==> src/rtl/control_pkg.sv <==
// Shared encodings for the multicycle RV32I controller and its datapath:
// state codes, opcodes, mux/ALU select encodings and the per-state control word.
package control_pkg;

  typedef enum logic [3:0] {
    S_FETCH    = 4'd0,
    S_DECODE   = 4'd1,
    S_EXEC_R   = 4'd2,
    S_EXEC_I   = 4'd3,
    S_AUIPC    = 4'd4,
    S_ALU_WB   = 4'd5,
    S_MEM_ADDR = 4'd6,
    S_MEM_RD   = 4'd7,
    S_MEM_WB   = 4'd8,
    S_MEM_WR   = 4'd9,
    S_BRANCH   = 4'd10,
    S_JAL      = 4'd11,
    S_JALR     = 4'd12,
    S_LUI      = 4'd13,
    S_TRAP     = 4'd14
  } state_e;

  localparam logic [6:0] OP_R     = 7'b0110011;
  localparam logic [6:0] OP_I     = 7'b0010011;
  localparam logic [6:0] OP_AUIPC = 7'b0010111;
  localparam logic [6:0] OP_LOAD  = 7'b0000011;
  localparam logic [6:0] OP_STORE = 7'b0100011;
  localparam logic [6:0] OP_BR    = 7'b1100011;
  localparam logic [6:0] OP_JAL   = 7'b1101111;
  localparam logic [6:0] OP_JALR  = 7'b1100111;
  localparam logic [6:0] OP_LUI   = 7'b0110111;

  typedef enum logic [1:0] {M2R_ALUOUT = 2'd0, M2R_MDR = 2'd1, M2R_PC = 2'd2, M2R_IMM = 2'd3} mem_to_reg_e;
  typedef enum logic [1:0] {SRCA_PC = 2'd0, SRCA_RS1 = 2'd1, SRCA_OLDPC = 2'd2} alu_src_a_e;
  typedef enum logic [1:0] {SRCB_RS2 = 2'd0, SRCB_4 = 2'd1, SRCB_IMM = 2'd2} alu_src_b_e;
  typedef enum logic [1:0] {ALU_ADD = 2'd0, ALU_BR = 2'd1, ALU_RFN = 2'd2, ALU_IFN = 2'd3} alu_op_e;

  typedef struct packed {
    logic        pc_en;
    logic        iord;
    logic        mem_read;
    logic        mem_write;
    logic        ir_write;
    logic        reg_write;
    mem_to_reg_e mem_to_reg;
    alu_src_a_e  src_a;
    alu_src_b_e  src_b;
    alu_op_e     alu_op;
    logic        pc_source;
    logic        done;
  } ctrl_t;

  // FETCH carries its ready-qualified fields here; the top gates them with iMemReady.
  // BRANCH pc_en and MEM_WR done are likewise qualified by iZero / iMemReady.
  function automatic ctrl_t ctrl_of(state_e s);
    ctrl_t c;
    c = '0;
    case (s)
      S_FETCH:    begin c.mem_read = 1'b1; c.ir_write = 1'b1; c.pc_en = 1'b1; c.src_b = SRCB_4; end
      S_DECODE:   begin c.src_a = SRCA_OLDPC; c.src_b = SRCB_IMM; end
      S_EXEC_R:   begin c.src_a = SRCA_RS1; c.src_b = SRCB_RS2; c.alu_op = ALU_RFN; end
      S_EXEC_I:   begin c.src_a = SRCA_RS1; c.src_b = SRCB_IMM; c.alu_op = ALU_IFN; end
      S_AUIPC:    begin c.src_a = SRCA_OLDPC; c.src_b = SRCB_IMM; end
      S_ALU_WB:   begin c.reg_write = 1'b1; c.mem_to_reg = M2R_ALUOUT; c.done = 1'b1; end
      S_MEM_ADDR: begin c.src_a = SRCA_RS1; c.src_b = SRCB_IMM; end
      S_MEM_RD:   begin c.iord = 1'b1; c.mem_read = 1'b1; end
      S_MEM_WB:   begin c.reg_write = 1'b1; c.mem_to_reg = M2R_MDR; c.done = 1'b1; end
      S_MEM_WR:   begin c.iord = 1'b1; c.mem_write = 1'b1; c.done = 1'b1; end
      S_BRANCH:   begin c.src_a = SRCA_RS1; c.alu_op = ALU_BR; c.pc_source = 1'b1; c.pc_en = 1'b1; c.done = 1'b1; end
      S_JAL:      begin c.reg_write = 1'b1; c.mem_to_reg = M2R_PC; c.pc_en = 1'b1; c.pc_source = 1'b1; c.done = 1'b1; end
      S_JALR:     begin c.reg_write = 1'b1; c.mem_to_reg = M2R_PC; c.src_a = SRCA_RS1; c.src_b = SRCB_IMM;
                        c.pc_en = 1'b1; c.done = 1'b1; end
      S_LUI:      begin c.reg_write = 1'b1; c.mem_to_reg = M2R_IMM; c.done = 1'b1; end
      default:    c = '0;
    endcase
    return c;
  endfunction

endpackage

==> src/rtl/control_multiciclo_if.sv <==
// Control bus between the multicycle controller (master) and the datapath (slave).
interface control_multiciclo_if #(parameter int CNT_W = 32);
  logic [6:0]       iOpcode;
  logic             iZero;
  logic             iMemReady;
  logic             oPCEn;
  logic             oIorD;
  logic             oMemRead;
  logic             oMemWrite;
  logic             oIRWrite;
  logic             oRegWrite;
  logic [1:0]       oMemToReg;
  logic [1:0]       oALUSrcA;
  logic [1:0]       oALUSrcB;
  logic [1:0]       oALUOp;
  logic             oPCSource;
  logic             oInstrDone;
  logic             oIllegal;
  logic             oTimeout;
  logic [3:0]       oState;
  logic [CNT_W-1:0] oInstret;
  logic [CNT_W-1:0] oCycle;

  modport master (
    input  iOpcode, iZero, iMemReady,
    output oPCEn, oIorD, oMemRead, oMemWrite, oIRWrite, oRegWrite, oMemToReg,
           oALUSrcA, oALUSrcB, oALUOp, oPCSource, oInstrDone, oIllegal, oTimeout,
           oState, oInstret, oCycle
  );

  modport slave (
    output iOpcode, iZero, iMemReady,
    input  oPCEn, oIorD, oMemRead, oMemWrite, oIRWrite, oRegWrite, oMemToReg,
           oALUSrcA, oALUSrcB, oALUOp, oPCSource, oInstrDone, oIllegal, oTimeout,
           oState, oInstret, oCycle
  );
endinterface

==> src/rtl/control_multiciclo_wait_timer.sv <==
// Counts consecutive not-ready cycles in a memory state; flags expiry on the
// TIMEOUT-th such cycle. TIMEOUT = 0 disables it.
module wait_timer #(
  parameter int TIMEOUT = 16
) (
  input  logic clockCPU,
  input  logic reset,
  input  logic waiting_i,
  input  logic ready_i,
  input  logic clear_i,
  output logic expire_o
);
  localparam int W = (TIMEOUT > 1) ? $clog2(TIMEOUT + 1) : 1;

  logic [W-1:0] cnt_q, cnt_d;
  logic [W:0]   cnt_inc;
  logic         stall;

  assign stall    = waiting_i && !ready_i && (TIMEOUT != 0);
  assign cnt_inc  = {1'b0, cnt_q} + {{W{1'b0}}, 1'b1};
  assign expire_o = stall && (cnt_inc == (W+1)'(TIMEOUT));

  always_comb begin
    cnt_d = cnt_q;
    if (clear_i)    cnt_d = '0;
    else if (stall) cnt_d = cnt_inc[W-1:0];
  end

  always_ff @(posedge clockCPU or posedge reset) begin
    if (reset) cnt_q <= '0;
    else       cnt_q <= cnt_d;
  end
endmodule

==> src/rtl/control_multiciclo.sv <==
// Moore FSM sequencing the multicycle RV32I datapath; control word is registered
// from the next state, with only memory-ready / branch-zero qualification done live.
module control_multiciclo
  import control_pkg::*;
#(
  parameter int CNT_W   = 32,
  parameter int TIMEOUT = 16
) (
  input  logic clockCPU,
  input  logic reset,
  control_multiciclo_if.master bus
);
  state_e           state_q, state_d;
  ctrl_t            ctrl_q;
  logic [CNT_W-1:0] instret_q, cycle_q;
  logic             illegal_q, timeout_q;
  logic             waiting, expire, gate, done;

  assign waiting = (state_q == S_FETCH) || (state_q == S_MEM_RD) || (state_q == S_MEM_WR);

  wait_timer #(.TIMEOUT(TIMEOUT)) u_wait (
    .clockCPU  (clockCPU),
    .reset     (reset),
    .waiting_i (waiting),
    .ready_i   (bus.iMemReady),
    .clear_i   (state_d != state_q),
    .expire_o  (expire)
  );

  always_comb begin
    state_d = state_q;
    case (state_q)
      S_FETCH:    if (bus.iMemReady) state_d = S_DECODE;
                  else if (expire)   state_d = S_TRAP;
      S_DECODE:
        case (bus.iOpcode)
          OP_R:              state_d = S_EXEC_R;
          OP_I:              state_d = S_EXEC_I;
          OP_AUIPC:          state_d = S_AUIPC;
          OP_LOAD, OP_STORE: state_d = S_MEM_ADDR;
          OP_BR:             state_d = S_BRANCH;
          OP_JAL:            state_d = S_JAL;
          OP_JALR:           state_d = S_JALR;
          OP_LUI:            state_d = S_LUI;
          default:           state_d = S_TRAP;
        endcase
      S_EXEC_R, S_EXEC_I, S_AUIPC: state_d = S_ALU_WB;
      S_MEM_ADDR: state_d = bus.iOpcode[5] ? S_MEM_WR : S_MEM_RD;
      S_MEM_RD:   if (bus.iMemReady) state_d = S_MEM_WB;
                  else if (expire)   state_d = S_TRAP;
      S_MEM_WR:   if (bus.iMemReady) state_d = S_FETCH;
                  else if (expire)   state_d = S_TRAP;
      S_ALU_WB, S_MEM_WB, S_BRANCH, S_JAL, S_JALR, S_LUI: state_d = S_FETCH;
      default:    state_d = S_TRAP;
    endcase
  end

  // Retire happens in the cycle that leaves the last state; MEM_WR only when the write lands.
  assign gate = (state_q != S_FETCH) || bus.iMemReady;
  assign done = ctrl_q.done && ((state_q != S_MEM_WR) || bus.iMemReady);

  always_ff @(posedge clockCPU or posedge reset) begin
    if (reset) begin
      state_q   <= S_FETCH;
      ctrl_q    <= ctrl_of(S_FETCH);
      instret_q <= '0;
      cycle_q   <= '0;
      illegal_q <= 1'b0;
      timeout_q <= 1'b0;
    end else begin
      state_q <= state_d;
      ctrl_q  <= ctrl_of(state_d);
      if (done)              instret_q <= instret_q + CNT_W'(1);
      if (state_q != S_TRAP) cycle_q   <= cycle_q + CNT_W'(1);
      if (state_q == S_DECODE && state_d == S_TRAP) illegal_q <= 1'b1;
      if (expire) timeout_q <= 1'b1;
    end
  end

  assign bus.oPCEn      = ctrl_q.pc_en && ((state_q == S_BRANCH) ? bus.iZero : gate);
  assign bus.oIorD      = ctrl_q.iord;
  assign bus.oMemRead   = ctrl_q.mem_read;
  assign bus.oMemWrite  = ctrl_q.mem_write;
  assign bus.oIRWrite   = ctrl_q.ir_write && gate;
  assign bus.oRegWrite  = ctrl_q.reg_write;
  assign bus.oMemToReg  = ctrl_q.mem_to_reg;
  assign bus.oALUSrcA   = ctrl_q.src_a;
  assign bus.oALUSrcB   = gate ? ctrl_q.src_b : SRCB_RS2;
  assign bus.oALUOp     = ctrl_q.alu_op;
  assign bus.oPCSource  = ctrl_q.pc_source;
  assign bus.oInstrDone = done;
  assign bus.oIllegal   = illegal_q;
  assign bus.oTimeout   = timeout_q;
  assign bus.oState     = state_q;
  assign bus.oInstret   = instret_q;
  assign bus.oCycle     = cycle_q;
endmodule

==> src/flat_wrapper.sv <==
// flat-port wrapper written by rule: the top's interface ports become plain ports
module control_multiciclo_flat import control_pkg::*;
#(
  parameter int CNT_W   = 32,
  parameter int TIMEOUT = 16
)
  (clockCPU, reset, bus_iOpcode, bus_iZero, bus_iMemReady, bus_oPCEn, bus_oIorD, bus_oMemRead, bus_oMemWrite, bus_oIRWrite, bus_oRegWrite, bus_oMemToReg, bus_oALUSrcA, bus_oALUSrcB, bus_oALUOp, bus_oPCSource, bus_oInstrDone, bus_oIllegal, bus_oTimeout, bus_oState, bus_oInstret, bus_oCycle);
  control_multiciclo_if #(.CNT_W(CNT_W)) bus_i ();
  input  logic clockCPU;
  input  logic reset;
  input wire logic [$bits(bus_i.iOpcode)-1:0] bus_iOpcode;
  input wire logic [$bits(bus_i.iZero)-1:0] bus_iZero;
  input wire logic [$bits(bus_i.iMemReady)-1:0] bus_iMemReady;
  output wire logic [$bits(bus_i.oPCEn)-1:0] bus_oPCEn;
  output wire logic [$bits(bus_i.oIorD)-1:0] bus_oIorD;
  output wire logic [$bits(bus_i.oMemRead)-1:0] bus_oMemRead;
  output wire logic [$bits(bus_i.oMemWrite)-1:0] bus_oMemWrite;
  output wire logic [$bits(bus_i.oIRWrite)-1:0] bus_oIRWrite;
  output wire logic [$bits(bus_i.oRegWrite)-1:0] bus_oRegWrite;
  output wire logic [$bits(bus_i.oMemToReg)-1:0] bus_oMemToReg;
  output wire logic [$bits(bus_i.oALUSrcA)-1:0] bus_oALUSrcA;
  output wire logic [$bits(bus_i.oALUSrcB)-1:0] bus_oALUSrcB;
  output wire logic [$bits(bus_i.oALUOp)-1:0] bus_oALUOp;
  output wire logic [$bits(bus_i.oPCSource)-1:0] bus_oPCSource;
  output wire logic [$bits(bus_i.oInstrDone)-1:0] bus_oInstrDone;
  output wire logic [$bits(bus_i.oIllegal)-1:0] bus_oIllegal;
  output wire logic [$bits(bus_i.oTimeout)-1:0] bus_oTimeout;
  output wire logic [$bits(bus_i.oState)-1:0] bus_oState;
  output wire logic [$bits(bus_i.oInstret)-1:0] bus_oInstret;
  output wire logic [$bits(bus_i.oCycle)-1:0] bus_oCycle;
  assign bus_i.iOpcode = bus_iOpcode;
  assign bus_i.iZero = bus_iZero;
  assign bus_i.iMemReady = bus_iMemReady;
  assign bus_oPCEn = bus_i.oPCEn;
  assign bus_oIorD = bus_i.oIorD;
  assign bus_oMemRead = bus_i.oMemRead;
  assign bus_oMemWrite = bus_i.oMemWrite;
  assign bus_oIRWrite = bus_i.oIRWrite;
  assign bus_oRegWrite = bus_i.oRegWrite;
  assign bus_oMemToReg = bus_i.oMemToReg;
  assign bus_oALUSrcA = bus_i.oALUSrcA;
  assign bus_oALUSrcB = bus_i.oALUSrcB;
  assign bus_oALUOp = bus_i.oALUOp;
  assign bus_oPCSource = bus_i.oPCSource;
  assign bus_oInstrDone = bus_i.oInstrDone;
  assign bus_oIllegal = bus_i.oIllegal;
  assign bus_oTimeout = bus_i.oTimeout;
  assign bus_oState = bus_i.oState;
  assign bus_oInstret = bus_i.oInstret;
  assign bus_oCycle = bus_i.oCycle;
  control_multiciclo #(.CNT_W(CNT_W), .TIMEOUT(TIMEOUT)) u_core (.clockCPU(clockCPU), .reset(reset), .bus(bus_i));
endmodule
==> config.mk <==
export PLATFORM = sky130hd
export DESIGN_NAME = control_multiciclo_flat
export DESIGN_NICKNAME = d
export VERILOG_FILES = /design/src/rtl/control_pkg.sv /design/src/rtl/control_multiciclo_if.sv /design/src/rtl/control_multiciclo_wait_timer.sv /design/src/rtl/control_multiciclo.sv /design/src/flat_wrapper.sv
export SDC_FILE = /design/constraint.sdc
export NUM_CORES = 1
export LEC_CHECK = 0
export BUFFER_PORTS_ARGS = -buffer_cell sky130_fd_sc_hd__buf_2
export CAP_MARGIN = 40
export CORE_AREA = 5 5 129 131
export CTS_BUF_LIST = sky130_fd_sc_hd__clkbuf_16
export DETAILED_ROUTE_END_ITERATION = 16
export DIE_AREA = 0 0 134 136
export HOLD_SLACK_MARGIN = 0.1
export PLACE_DENSITY_LB_ADDON = 0.08
export SLEW_MARGIN = 20
export SYNTH_ARGS = -nofsm -noshare
export SYNTH_HDL_FRONTEND = slang
export SYNTH_SLANG_ARGS = --single-unit
==> constraint.sdc <==
create_clock -name clockCPU -period 4 [get_ports clockCPU]
set_input_delay 0.2 -clock clockCPU [delete_from_list [all_inputs] [get_ports clockCPU]]
set_output_delay 0.2 -clock clockCPU [all_outputs]
set_load 0.03 [all_outputs]
==> impl_summary.md <==
Status
The flow ran to the end, and the final reports show no timing, DRC or antenna violations.

Synth
The synthesized design devotes to its leading area cell type 48.70% of total area. After synthesis, the cell types taking the most area are dfrtp_1 (49%), xnor2_1 (10%), nand3_1 (3.8%). Ranked by instance count, the synthesized netlist is headed by dfrtp_1 (87), xnor2_1 (52), nand2_1 (39). The total nets after synthesis is 441. After synthesis, the share of flip-flops with an asynchronous set or reset is 100.0%. The mapped netlist covers 4471 um2. For this run, the number of Yosys warnings is 0. The average cell area after synthesis is 10.49 um2. The cell type contributing the most total cell area after synthesis is dfrtp_1.

The most used flip-flop cell after synthesis is dfrtp_1. The post-synthesis cell type count is 62. By instance count, the leading cell after synthesis is dfrtp_1. The count of flip-flops with a built-in enable after synthesis is 0.

Sequential cells were found to cover 51.05% of the synthesized design area. Synthesis produced a netlist whose cell count is 426. In this run, synthesis produced a sequential element count of 91.

Drt
Across all layers, the routed design uses 3,452 vias. Summed over all layers, the routed wires come to 11.27 mm. The iteration count of the initial detailed-routing pass is 4. The number of DRC violations after detailed routing is 0. After detailed routing, the number of vias per cell comes to 4.835. In the final routed layout, each cell accounts on average for 15.78 um.

The DRC marker count from the first detailed-route iteration is 163. The count of nets left with antenna violations after detail routing is 0.

Global routing
Global routing finished with a remaining overflow of 0. The first global-routing pass estimated 18.66 mm of wire. The aggregate global-route resource usage is 12.86%. Entering global routing, the biggest net connects 63 pins. The initial antenna violation count is 0.

The via count of the first global-routing pass was 3,482.

Clock tree
After clock tree synthesis, the clock-pin slew on the worst setup and hold paths is 70 ps. Gates resized during post-CTS repair numbered 0. TritonCTS built the clock tree.

The clock root buffer is clkbuf_16. The number of buffers between clock root and the deepest sink is 2. TritonCTS created 9 clock buffers. The worst-skew pair later-pin latency is 350 ps.

The number of setup buffers added after CTS is 0. The count of clock tree sinks is 91. In this run the number of H-tree levels came out at 3.

Timing
Headroom to the max-slew limit came out at 55.33%. At the pin with the least slew margin, the transition time is 665.0 ps. Setup total negative slack on the finished layout was measured at 0 ps. After layout, the minimum clock period comes to 2765 ps. Setup repair after global routing left no endpoint under its margin. The final number of max-transition violations was 0. The share of the clock period used by the worst path is 69.12%. Setup violations remaining at the end of the flow were counted as 0. The worst clock skew on the final layout is 11.30 ps. The count of endpoints failing hold in the final timing report is 0. In the post-route analysis, the smallest setup slack over all paths is 1235 ps. The final worst hold slack is 368.1 ps. Derived from the worst setup path, the maximum achievable clock frequency is 361.7 MHz.

Place
The HPWL reported at the end of detailed placement is 8.207 mm. The total of buffers placed on input and output ports is 96. The standard cell area after detailed placement is 5101 um2.

The worst-case setup slack after placement is 1248 ps. The congestion estimate from routability-driven global placement came to 0.8429.

Floorplan
The initialized floorplan defines 46 standard-cell rows. The area of the placeable core is 15,480 um2. The starting density of the core is 28.88%. The die covers 18,220 um2.

For this design the top-level I/O count stands at 97. The die boundary height is 136 um. The x dimension of the die is 134 um.

Finish
The number of fill cells is 1,595. The finished cells cover 5426 um2. The area added between synthesis and finish is 21.38%. The area occupied by registers is 2282 um2.

The count of nets after finishing is 532. Once layout is complete, the utilization of the core stands at 35.05%. The proportion of layout cells with a drive suffix above 1 is 25.86%. Summing all multi-input logic gate instances after layout gives 2034 um2. The repair_antennas step left the layout with diodes totalling 0.

Critical path
STA puts the critical path data arrival time at 2990 ps. The required arrival time at the worst endpoint is 4220 ps. The type of destination of the critical path is a flip-flop.

The startpoint kind of the worst setup timing path is a flip-flop. The worst setup path category is reg2reg. The highest fanout seen on the critical path is 18.

Pwr
The clock network accounts for 24.4% of the total power. For this design the static power due to leakage is 2.568 nW. The switching share of power is 42.54%. The net load switching power is 1.492 mW. For this design the ratio of total power to cell area is 646.2 nW/um2.

The maximum resistive drop on vdd is 0.0003660 V. Of the total power, combinational logic draws 39.3%. The portion of total power attributed to sequential cells is 36.3%.

The total internal power is 2.015 mW.

Min path
The worst min-delay path class is in2async.

Flow run
Max-cap violations in this run came to 0.
==> cell families (layout without fill, tap and decap cells) <==
family          count (synthesis)  in the layout  synth area share [%]
xor+xnor                       68             68                 13.32
fa+ha+maj                       5              5                 1.371
flops                          91             91                 51.05
buf+inv                        31            127                 3.442
mux                             5              5                 1.203
simple gates                  184            184                 22.39
compound gates                 42             42                 7.221
==> power by group through the flow <==
stage / Clock [mW] / Combinational, mW / Sequential, mW
final: 0.856 / 1.38 / 1.27
after global routing: 0.926 / 1.51 / 1.30
after CTS: 0.890 / 1.39 / 1.27
after detailed placement: 0 / 1.39 / 1.29
after global placement: 0 / 1.38 / 1.28
after floorplan: 0 / 0.893 / 1.42
==> per-stage QoR <==
step / instances / power (mW)
2_1_floorplan: 426 / 2.318
3_3_place_gp: 695 / 2.663
3_5_place_dp: 696 / 2.674
4_1_cts: 713 / 3.557
5_1_grt: 714 / 3.735
6_report: 714 / 3.507
==> registers in the layout, summed over array words and instances (netlist names), 2 cells and up <==
| register | cells |
|---|---|
| u_core.bus.oMemToReg | 2 |
| u_core.ctrl_q | 5 |
| u_core.bus.oInstret | 32 |
| u_core.bus.oCycle | 32 |
| u_core.bus.oState | 4 |
| u_core.u_wait.cnt_q | 5 |
| u_core.bus.oALUSrcA | 2 |
| u_core.bus.oALUOp | 2 |
==> final timing paths <==
kind	slack [ps]	from	depth (start not counted)	end
max	1240	u_core.bus.oState[0]	6	u_core.ctrl_q[5]
min	370	reset	3	u_core.bus.oCycle[5]
max reg2reg	1240	u_core.bus.oState[0]	6	u_core.ctrl_q[5]
min reg2reg	470	u_core.bus.oCycle[31]	1	u_core.bus.oCycle[31]
max in group asynchronous	2600	reset	5	u_core.bus.oMemRead
min in group clockCPU	370	bus_iOpcode[0]	4	u_core.bus.oMemToReg[1]
==> repair_timing <==
action / in CTS / in global routing
hold endpoints to repair: 61 / 0
setup endpoints to repair: 0 / 0
hold buffers: 1 / 0
==> critical path: stages (launching register included) <==
cell	delay, ps
dfrtp_1	650
or4b_2	700
o32ai_1	230
a21oi_1	200
inv_1	400
nand2_1	130
a221o_1	320
==> per-layer routing <==
layer,global-route usage [%],vias up,routed length [um]
met4,4.400,0,175
li1,-,1677,-
met2,19.74,81,5168
met5,0,-,0
met1,17.39,1678,5317
met3,3.775,16,604
==> area by class of cell <==
| cell class | instances | share of cell area (%) |
|---|---|---|
| clock buffer | 9 | 4.150 |
| clock inverter | 7 | 1.291 |
| inverter | 11 | 0.8531 |
| multi-input combinational | 304 | 37.49 |
| sequential | 91 | 42.06 |
| tap | 192 | 4.427 |
| timing repair buffer | 100 | 9.730 |
==> layout by cell type (no fill, tap or decap), types with 4 or more instances in the layout <==
cell type / count
nor4b_1: 5
o211ai_1: 4
and3_1: 13
nand2_1: 39
nor4_1: 10
nand2b_1: 5
buf_2: 96
nor3_1: 7
o21ai_0: 7
nand4_1: 15
xnor2_1: 52
a21oi_1: 5
dfrtp_1: 87
ha_1: 4
and2_1: 5
nor2_1: 30
xor2_1: 16
inv_1: 8
clkbuf_16: 9
a31oi_1: 5
dfstp_2: 4
nand3_1: 34
(Power assumes the default switching activity.)
